===== config.mk =====
export PLATFORM = sky130hd
export DESIGN_NAME = alu_issue_arbiter_flat
export DESIGN_NICKNAME = d
export VERILOG_FILES = /design/src/rtl/alu_issue_arbiter_if.sv /design/src/rtl/alu_issue_arbiter.sv /design/src/flat_wrapper.sv
export SDC_FILE = /design/constraint.sdc
export NUM_CORES = 1
export LEC_CHECK = 0
export CORE_MARGIN = 3
export CORE_UTILIZATION = 41
export DETAILED_ROUTE_END_ITERATION = 10
export GPL_TIMING_DRIVEN = 0
export MAX_ROUTING_LAYER = met4
export PLACE_DENSITY = 0.92
export SLEW_MARGIN = 20
export SYNTH_ARGS = -nofsm -noshare
export SYNTH_HDL_FRONTEND = slang
export SYNTH_SLANG_ARGS = --single-unit

===== constraint.sdc =====
create_clock -name CLK -period 4.5 [get_ports CLK]
set_input_delay 0.675 -clock CLK [delete_from_list [all_inputs] [get_ports CLK]]
set_output_delay 0.675 -clock CLK [all_outputs]
set_load 0.05 [all_outputs]

===== src/rtl/alu_issue_arbiter_if.sv =====
// Bundle of requester, ALU-facing and response signals for alu_issue_arbiter.
// The master side is the environment; the slave side is the arbiter.
interface alu_issue_arbiter_if #(
    parameter int DW = 8,
    parameter int CW = 4
);
    logic          REQ0_VALID, REQ0_READY, REQ0_CIN, REQ0_MODE;
    logic [DW-1:0] REQ0_OPA, REQ0_OPB;
    logic [CW-1:0] REQ0_CMD;
    logic          REQ1_VALID, REQ1_READY, REQ1_CIN, REQ1_MODE;
    logic [DW-1:0] REQ1_OPA, REQ1_OPB;
    logic [CW-1:0] REQ1_CMD;

    logic          ALU_CE, ALU_CIN, ALU_MODE;
    logic [1:0]    ALU_INP_VALID;
    logic [DW-1:0] ALU_OPA, ALU_OPB;
    logic [CW-1:0] ALU_CMD;
    logic [DW+1:0] ALU_RES;
    logic          ALU_COUT, ALU_OFLOW, ALU_G, ALU_E, ALU_L, ALU_ERR;

    logic          RSP_VALID, RSP_READY, RSP_ID;
    logic [DW+1:0] RSP_RES;
    logic [5:0]    RSP_FLAGS;

    modport master (
        output REQ0_VALID, REQ0_OPA, REQ0_OPB, REQ0_CIN, REQ0_MODE, REQ0_CMD,
        output REQ1_VALID, REQ1_OPA, REQ1_OPB, REQ1_CIN, REQ1_MODE, REQ1_CMD,
        input  REQ0_READY, REQ1_READY,
        input  ALU_CE, ALU_INP_VALID, ALU_OPA, ALU_OPB, ALU_CIN, ALU_MODE, ALU_CMD,
        output ALU_RES, ALU_COUT, ALU_OFLOW, ALU_G, ALU_E, ALU_L, ALU_ERR,
        output RSP_READY,
        input  RSP_VALID, RSP_ID, RSP_RES, RSP_FLAGS
    );

    modport slave (
        input  REQ0_VALID, REQ0_OPA, REQ0_OPB, REQ0_CIN, REQ0_MODE, REQ0_CMD,
        input  REQ1_VALID, REQ1_OPA, REQ1_OPB, REQ1_CIN, REQ1_MODE, REQ1_CMD,
        output REQ0_READY, REQ1_READY,
        output ALU_CE, ALU_INP_VALID, ALU_OPA, ALU_OPB, ALU_CIN, ALU_MODE, ALU_CMD,
        input  ALU_RES, ALU_COUT, ALU_OFLOW, ALU_G, ALU_E, ALU_L, ALU_ERR,
        input  RSP_READY,
        output RSP_VALID, RSP_ID, RSP_RES, RSP_FLAGS
    );
endinterface


===== src/rtl/alu_issue_arbiter.sv =====
// Two-requester arbiter/sequencer issuing one op at a time to a multi-cycle ALU.
// Define ALU_ARB_PRIO_EN for fixed priority (REQ0 wins ties) instead of round-robin.
module alu_issue_arbiter #(
    parameter int DW      = 8,
    parameter int CW      = 4,
    parameter int LAT_STD = 2,
    parameter int LAT_MUL = 3
) (
    input logic CLK,
    input logic RST_N,
    alu_issue_arbiter_if.slave bus
);
    typedef enum logic [1:0] {IDLE, ISSUE, WAIT, RESP} state_t;

    localparam int LAT_MAX = (LAT_MUL > LAT_STD) ? LAT_MUL : LAT_STD;
    localparam int CNT_W   = $clog2(LAT_MAX + 1);

    state_t        state, state_nxt;
    logic [CNT_W-1:0] cnt;
    logic          gnt0, gnt1;
    logic [DW-1:0] op_a, op_b;
    logic          op_cin, op_mode, op_id;
    logic [CW-1:0] op_cmd;
    logic [DW+1:0] rsp_res;
    logic [5:0]    rsp_flags;

    // ALU flags may float; anything other than a solid 1 is taken as 0.
    function automatic logic flag_bit(input logic f);
        return (f === 1'b1);
    endfunction

    function automatic logic is_mul(input logic mode, input logic [CW-1:0] cmd);
        return mode && ((cmd == CW'(9)) || (cmd == CW'(10)));
    endfunction

`ifdef ALU_ARB_PRIO_EN
    always_comb begin
        gnt0 = bus.REQ0_VALID;
        gnt1 = bus.REQ1_VALID && !bus.REQ0_VALID;
    end
`else
    logic rr_last;  // 1 when REQ1 was served last, so REQ0 wins the next tie

    always_comb begin
        gnt0 = bus.REQ0_VALID && (!bus.REQ1_VALID || rr_last);
        gnt1 = bus.REQ1_VALID && (!bus.REQ0_VALID || !rr_last);
    end

    always_ff @(posedge CLK) begin
        if (!RST_N)
            rr_last <= 1'b1;
        else if ((state == IDLE) && (gnt0 || gnt1))
            rr_last <= gnt1;
    end
`endif

    always_comb begin
        state_nxt         = state;
        bus.REQ0_READY    = 1'b0;
        bus.REQ1_READY    = 1'b0;
        bus.ALU_CE        = 1'b0;
        bus.ALU_INP_VALID = 2'b00;
        bus.RSP_VALID     = 1'b0;
        case (state)
            IDLE: begin
                bus.REQ0_READY = gnt0;
                bus.REQ1_READY = gnt1;
                if (gnt0 || gnt1) state_nxt = ISSUE;
            end
            ISSUE: begin
                bus.ALU_CE        = 1'b1;
                bus.ALU_INP_VALID = 2'b11;
                state_nxt         = WAIT;
            end
            WAIT: begin
                bus.ALU_CE = 1'b1;
                if (cnt == CNT_W'(1)) state_nxt = RESP;
            end
            RESP: begin
                bus.RSP_VALID = 1'b1;
                if (bus.RSP_READY) state_nxt = IDLE;
            end
            default: state_nxt = IDLE;
        endcase
    end

    always_ff @(posedge CLK) begin
        if (!RST_N) begin
            state     <= IDLE;
            cnt       <= '0;
            op_a      <= '0;
            op_b      <= '0;
            op_cin    <= 1'b0;
            op_mode   <= 1'b0;
            op_cmd    <= '0;
            op_id     <= 1'b0;
            rsp_res   <= '0;
            rsp_flags <= '0;
        end else begin
            state <= state_nxt;
            case (state)
                IDLE: if (gnt0 || gnt1) begin
                    op_id   <= gnt1;
                    op_a    <= gnt1 ? bus.REQ1_OPA  : bus.REQ0_OPA;
                    op_b    <= gnt1 ? bus.REQ1_OPB  : bus.REQ0_OPB;
                    op_cin  <= gnt1 ? bus.REQ1_CIN  : bus.REQ0_CIN;
                    op_mode <= gnt1 ? bus.REQ1_MODE : bus.REQ0_MODE;
                    op_cmd  <= gnt1 ? bus.REQ1_CMD  : bus.REQ0_CMD;
                end
                ISSUE: cnt <= is_mul(op_mode, op_cmd) ? CNT_W'(LAT_MUL) : CNT_W'(LAT_STD);
                WAIT: begin
                    cnt <= cnt - CNT_W'(1);
                    if (cnt == CNT_W'(1)) begin
                        rsp_res   <= bus.ALU_RES;
                        rsp_flags <= {flag_bit(bus.ALU_COUT), flag_bit(bus.ALU_OFLOW),
                                      flag_bit(bus.ALU_G), flag_bit(bus.ALU_E),
                                      flag_bit(bus.ALU_L), flag_bit(bus.ALU_ERR)};
                    end
                end
                default: ;
            endcase
        end
    end

    assign bus.ALU_OPA   = op_a;
    assign bus.ALU_OPB   = op_b;
    assign bus.ALU_CIN   = op_cin;
    assign bus.ALU_MODE  = op_mode;
    assign bus.ALU_CMD   = op_cmd;
    assign bus.RSP_ID    = op_id;
    assign bus.RSP_RES   = rsp_res;
    assign bus.RSP_FLAGS = rsp_flags;
endmodule


===== src/flat_wrapper.sv =====
// flat-port wrapper written by rule: the top's interface ports become plain ports
module alu_issue_arbiter_flat 
#(
    parameter int DW      = 8,
    parameter int CW      = 4,
    parameter int LAT_STD = 2,
    parameter int LAT_MUL = 3
)
  (CLK, RST_N, bus_REQ0_VALID, bus_REQ0_OPA, bus_REQ0_OPB, bus_REQ0_CIN, bus_REQ0_MODE, bus_REQ0_CMD, bus_REQ1_VALID, bus_REQ1_OPA, bus_REQ1_OPB, bus_REQ1_CIN, bus_REQ1_MODE, bus_REQ1_CMD, bus_REQ0_READY, bus_REQ1_READY, bus_ALU_CE, bus_ALU_INP_VALID, bus_ALU_OPA, bus_ALU_OPB, bus_ALU_CIN, bus_ALU_MODE, bus_ALU_CMD, bus_ALU_RES, bus_ALU_COUT, bus_ALU_OFLOW, bus_ALU_G, bus_ALU_E, bus_ALU_L, bus_ALU_ERR, bus_RSP_READY, bus_RSP_VALID, bus_RSP_ID, bus_RSP_RES, bus_RSP_FLAGS);
  alu_issue_arbiter_if #(.DW(DW), .CW(CW)) bus_i ();
  input logic CLK;
  input logic RST_N;
  input wire logic [$bits(bus_i.REQ0_VALID)-1:0] bus_REQ0_VALID;
  input wire logic [$bits(bus_i.REQ0_OPA)-1:0] bus_REQ0_OPA;
  input wire logic [$bits(bus_i.REQ0_OPB)-1:0] bus_REQ0_OPB;
  input wire logic [$bits(bus_i.REQ0_CIN)-1:0] bus_REQ0_CIN;
  input wire logic [$bits(bus_i.REQ0_MODE)-1:0] bus_REQ0_MODE;
  input wire logic [$bits(bus_i.REQ0_CMD)-1:0] bus_REQ0_CMD;
  input wire logic [$bits(bus_i.REQ1_VALID)-1:0] bus_REQ1_VALID;
  input wire logic [$bits(bus_i.REQ1_OPA)-1:0] bus_REQ1_OPA;
  input wire logic [$bits(bus_i.REQ1_OPB)-1:0] bus_REQ1_OPB;
  input wire logic [$bits(bus_i.REQ1_CIN)-1:0] bus_REQ1_CIN;
  input wire logic [$bits(bus_i.REQ1_MODE)-1:0] bus_REQ1_MODE;
  input wire logic [$bits(bus_i.REQ1_CMD)-1:0] bus_REQ1_CMD;
  output wire logic [$bits(bus_i.REQ0_READY)-1:0] bus_REQ0_READY;
  output wire logic [$bits(bus_i.REQ1_READY)-1:0] bus_REQ1_READY;
  output wire logic [$bits(bus_i.ALU_CE)-1:0] bus_ALU_CE;
  output wire logic [$bits(bus_i.ALU_INP_VALID)-1:0] bus_ALU_INP_VALID;
  output wire logic [$bits(bus_i.ALU_OPA)-1:0] bus_ALU_OPA;
  output wire logic [$bits(bus_i.ALU_OPB)-1:0] bus_ALU_OPB;
  output wire logic [$bits(bus_i.ALU_CIN)-1:0] bus_ALU_CIN;
  output wire logic [$bits(bus_i.ALU_MODE)-1:0] bus_ALU_MODE;
  output wire logic [$bits(bus_i.ALU_CMD)-1:0] bus_ALU_CMD;
  input wire logic [$bits(bus_i.ALU_RES)-1:0] bus_ALU_RES;
  input wire logic [$bits(bus_i.ALU_COUT)-1:0] bus_ALU_COUT;
  input wire logic [$bits(bus_i.ALU_OFLOW)-1:0] bus_ALU_OFLOW;
  input wire logic [$bits(bus_i.ALU_G)-1:0] bus_ALU_G;
  input wire logic [$bits(bus_i.ALU_E)-1:0] bus_ALU_E;
  input wire logic [$bits(bus_i.ALU_L)-1:0] bus_ALU_L;
  input wire logic [$bits(bus_i.ALU_ERR)-1:0] bus_ALU_ERR;
  input wire logic [$bits(bus_i.RSP_READY)-1:0] bus_RSP_READY;
  output wire logic [$bits(bus_i.RSP_VALID)-1:0] bus_RSP_VALID;
  output wire logic [$bits(bus_i.RSP_ID)-1:0] bus_RSP_ID;
  output wire logic [$bits(bus_i.RSP_RES)-1:0] bus_RSP_RES;
  output wire logic [$bits(bus_i.RSP_FLAGS)-1:0] bus_RSP_FLAGS;
  assign bus_i.REQ0_VALID = bus_REQ0_VALID;
  assign bus_i.REQ0_OPA = bus_REQ0_OPA;
  assign bus_i.REQ0_OPB = bus_REQ0_OPB;
  assign bus_i.REQ0_CIN = bus_REQ0_CIN;
  assign bus_i.REQ0_MODE = bus_REQ0_MODE;
  assign bus_i.REQ0_CMD = bus_REQ0_CMD;
  assign bus_i.REQ1_VALID = bus_REQ1_VALID;
  assign bus_i.REQ1_OPA = bus_REQ1_OPA;
  assign bus_i.REQ1_OPB = bus_REQ1_OPB;
  assign bus_i.REQ1_CIN = bus_REQ1_CIN;
  assign bus_i.REQ1_MODE = bus_REQ1_MODE;
  assign bus_i.REQ1_CMD = bus_REQ1_CMD;
  assign bus_REQ0_READY = bus_i.REQ0_READY;
  assign bus_REQ1_READY = bus_i.REQ1_READY;
  assign bus_ALU_CE = bus_i.ALU_CE;
  assign bus_ALU_INP_VALID = bus_i.ALU_INP_VALID;
  assign bus_ALU_OPA = bus_i.ALU_OPA;
  assign bus_ALU_OPB = bus_i.ALU_OPB;
  assign bus_ALU_CIN = bus_i.ALU_CIN;
  assign bus_ALU_MODE = bus_i.ALU_MODE;
  assign bus_ALU_CMD = bus_i.ALU_CMD;
  assign bus_i.ALU_RES = bus_ALU_RES;
  assign bus_i.ALU_COUT = bus_ALU_COUT;
  assign bus_i.ALU_OFLOW = bus_ALU_OFLOW;
  assign bus_i.ALU_G = bus_ALU_G;
  assign bus_i.ALU_E = bus_ALU_E;
  assign bus_i.ALU_L = bus_ALU_L;
  assign bus_i.ALU_ERR = bus_ALU_ERR;
  assign bus_i.RSP_READY = bus_RSP_READY;
  assign bus_RSP_VALID = bus_i.RSP_VALID;
  assign bus_RSP_ID = bus_i.RSP_ID;
  assign bus_RSP_RES = bus_i.RSP_RES;
  assign bus_RSP_FLAGS = bus_i.RSP_FLAGS;
  alu_issue_arbiter #(.DW(DW), .CW(CW), .LAT_STD(LAT_STD), .LAT_MUL(LAT_MUL)) u_core (.CLK(CLK), .RST_N(RST_N), .bus(bus_i));
endmodule

==> impl_metrics.env <==
export IMPL_outcome="finished, final reports clean"
export IMPL_utilization_pct=70.4
export IMPL_critPathKind="in2out"
export IMPL_area_sequential_um2=881
export IMPL_timing_critical_path_arrival_ns=2.49
export IMPL_ant_nets=0
export IMPL_setup_viol=0
export IMPL_insertion_delay_ns=0.29
export IMPL_synthesis_yosys_warnings=0
export IMPL_tritoncts_clock_tree="yes"
export IMPL_drtIter0Drc=49
export IMPL_synth_compound_area_share_pct=24.1
export IMPL_clock_tree_root_cell="sky130_fd_sc_hd__clkbuf_8"
export IMPL_async_flop_share_pct=0
export IMPL_final_hold_viol_count=0
export IMPL_post_synth_instance_area_um2=1890
export IMPL_num_nets_final=425
export IMPL_crit_required_ns=3.83
export IMPL_sequentialPowerShare_pct=32.2
export IMPL_rsz0062_at_grt="false"
export IMPL_netSwitchingFraction_pct=45.6
export IMPL_cts_reportedPaths_clkPinSlew_ns=0.07
export IMPL_slew_at_the_pin_closest_to_its_max_slew_limit_ns=0.587
export IMPL_max_slew_margin_rel_pct=60.9
export IMPL_power_frac_comb_pct=54.5
export IMPL_finalWorstSetupSlack_ns=1.33
export IMPL_power_report_internal_total_w=0.000903
export IMPL_synthesis_area_per_instance_um2=7.93
export IMPL_seq_area_frac_synth_pct=46.5
export IMPL_power_clock_fraction_pct=13.3
export IMPL_h_tree_depth=2
export IMPL_dr_total_vias=2034
export IMPL_placeableCoreArea_um2=4410
export IMPL_critPathCaptureType="output pin"
export IMPL_boundaryPins=110
export IMPL_power_per_cell_area_nw_per_um2=534
export IMPL_post_cts_setup_buffers=0
export IMPL_gp_routability_congestion=0.758
export IMPL_cts_repair_resize_count=0
export IMPL_ys_flop_type="sky130_fd_sc_hd__dfxtp_1"
export IMPL_grt_use_met2_pct=35.0
export IMPL_max_freq_mhz=316
export IMPL_clock_skew_final_ns=0.00496
export IMPL_numCtsBuffers=5
export IMPL_fin_worst_hold_slack_ns=0.452
export IMPL_synthAdderAreaFrac_pct=3.96
export IMPL_power_total_w=0.00166
export IMPL_p_switching_w=0.000757
export IMPL_synth_edff_count=0
export IMPL_yosys_area_share_simple_pct=18.7
export IMPL_synthDistinctLibCells=26
export IMPL_placementRows=24
export IMPL_detail_route_drc_violations=0
export IMPL_floorplan_initialDensity_pct=42.9
export IMPL_overflow=0
export IMPL_floorplan_die_height_um=74.0
export IMPL_preCtsSetupSlack_ns=1.32
export IMPL_wirelength_um=5350
export IMPL_combinational_family_with_the_most_area_after_synthesis="compound AO/OA/AOI/OAI gates"
export IMPL_area_growth_from_synthesis_to_layout_pct=64.1
export IMPL_number_of_filler_instances_in_the_final_layout=371
export IMPL_number_of_global_route_vias_before_repair=1966
export IMPL_maxSlewViolCount=0
export IMPL_final_setup_tns_ns=0
export IMPL_leak_pwr_nw=1.19
export IMPL_grt_busiest_layer="met2"
export IMPL_layout_cells_most_common_list="sky130_fd_sc_hd__clkdlybuf4s50_1 (108), sky130_fd_sc_hd__nand2_1 (83), sky130_fd_sc_hd__dfxtp_1 (44)"
export IMPL_cp_max_fo=6
export IMPL_drt_pass1_iter_count=4
export IMPL_mux_contribution_to_synthesized_area_pct=1.06
export IMPL_use_met3_pct=6.22
export IMPL_cts_sink_count=44
export IMPL_clk_path_buf_depth=2
export IMPL_antenna_diode_count=0
export IMPL_synth_fp_nets=310
export IMPL_total_global_route_track_usage_pct=20.2
export IMPL_die_w_um=74.0
export IMPL_max_vdd_ir_drop_mv=0.280
export IMPL_met1_usage_pct=21.1
export IMPL_ys_ff_latch=44
export IMPL_count_of_input_and_output_buffers=108
export IMPL_place_hpwl_um=4140
export IMPL_drive_gt1_share_pct=4.26
export IMPL_routed_wire_length_per_instance_um=13.2
export IMPL_maxCapViolations=0
export IMPL_hold_class="reg2reg"
export IMPL_final_period_utilization_pct=70.4
export IMPL_layout_cells_most_common="sky130_fd_sc_hd__clkdlybuf4s50_1"
export IMPL_grt_start_max_net_pins=12
export IMPL_timing_critical_path_from_type="primary input"
export IMPL_grt_pass1_wl_um=8310
export IMPL_post_synth_xor_area_fraction_pct=0.462
export IMPL_postCtsHoldBufs=0
export IMPL_antenna_found_initial=0
export IMPL_synthesis_instances=239
export IMPL_multi_input_comb_area_um2=915
export IMPL_period_minus_slack_ns=3.17
export IMPL_fp_dieArea_um2=5470
export IMPL_route_detailed_vias_per_inst=5.03
==> cell type report <==
class,count,area share [%]
tap,52,2.09
clock buffer,5,2.21
multi-input combinational,172,29.4
buffer,17,2.45
inverter,6,0.724
timing repair buffer,108,34.8
sequential,44,28.3
==> registers in the layout, summed over array words and instances, names as in the netlist <==
register	flops
u_core.bus.RSP_RES	10
u_core.bus.ALU_OPA	8
u_core.bus.ALU_OPB	8
u_core.bus.RSP_FLAGS	6
u_core.bus.ALU_CMD	4
u_core.cnt	2
u_core.state	2
u_core.bus.ALU_CIN	1
u_core.bus.ALU_MODE	1
u_core.bus.RSP_ID	1
u_core.rr_last	1
==> logic make-up (layout without fill, tap and decap cells) <==
kind of cell | Yosys count | after routing
DFF | 44 | 44
xor gates and xnor gates | 1 | 1
adders and majority gates | 6 | 6
buffers and inverters | 23 | 136
muxes | 2 | 2
and+or+nand+nor | 91 | 91
AOI/OAI and AO/OA | 72 | 72
==> final timing paths <==
check / startpoint / endpoint / slack, ns / cells past startpoint
setup / recovery: bus_REQ1_VALID / bus_REQ1_READY / 1.33 / 4
hold / removal: u_core.bus.RSP_RES[6]$_SDFFE_PN0P_ / u_core.bus.RSP_RES[6]$_SDFFE_PN0P_ / 0.45 / 2
setup reg to reg: u_core.state[0]$_SDFFE_PN0P_ / u_core.bus.RSP_RES[4]$_SDFFE_PN0P_ / 2.73 / 6
hold reg to reg: u_core.bus.RSP_RES[6]$_SDFFE_PN0P_ / u_core.bus.RSP_RES[6]$_SDFFE_PN0P_ / 0.45 / 2
==> cells in the mapped netlist, drive strengths merged (2+ instances only) <==
cell type / number / area, um^2
nand2: 83 / 312
dfxtp: 44 / 881
o21ai: 25 / 125
a31oi: 24 / 150
a21boi: 17 / 131
clkbuf: 10 / 40.0
buf: 7 / 36.3
ha: 6 / 75.1
inv: 6 / 22.5
nor2: 3 / 11.3
o21a: 3 / 22.5
and2: 2 / 12.5
mux2i: 2 / 20.0
==> routing by layer <==
layer | up-vias | part of all wire, %
met4 | 0 | 1.2
li1 | 1031 | -
met3 | 7 | 9.0
met1 | 905 | 40
met2 | 91 | 50
met5 | - | 0
==> metrics by stage <==
stage	cell area [um^2]	std cells
2_1_floorplan	1890	239
3_3_place_gp	3040	399
3_5_place_dp	3040	399
4_1_cts	3110	404
5_1_grt	3110	404
6_report	3110	404
==> power groups by stage <==
stage	logic [W]	clock network (W)	registers, W
final	0.000904	0.000221	0.000534
after global routing	0.000964	0.000239	0.000545
after CTS	0.000911	0.000231	0.000533
after detailed placement	0.000908	0	0.000541
after global placement	0.000893	0	0.000538
after floorplan	0.000352	0	0.000782
==> worst max-delay path, stage by stage <==
cell and delay (ns):
sky130_fd_sc_hd__clkdlybuf4s50_1 0.55, sky130_fd_sc_hd__a21boi_2 0.28, sky130_fd_sc_hd__and2_1 0.18, sky130_fd_sc_hd__clkdlybuf4s50_1 0.80
No activity file was read; power rests on OpenSTA's default activity.
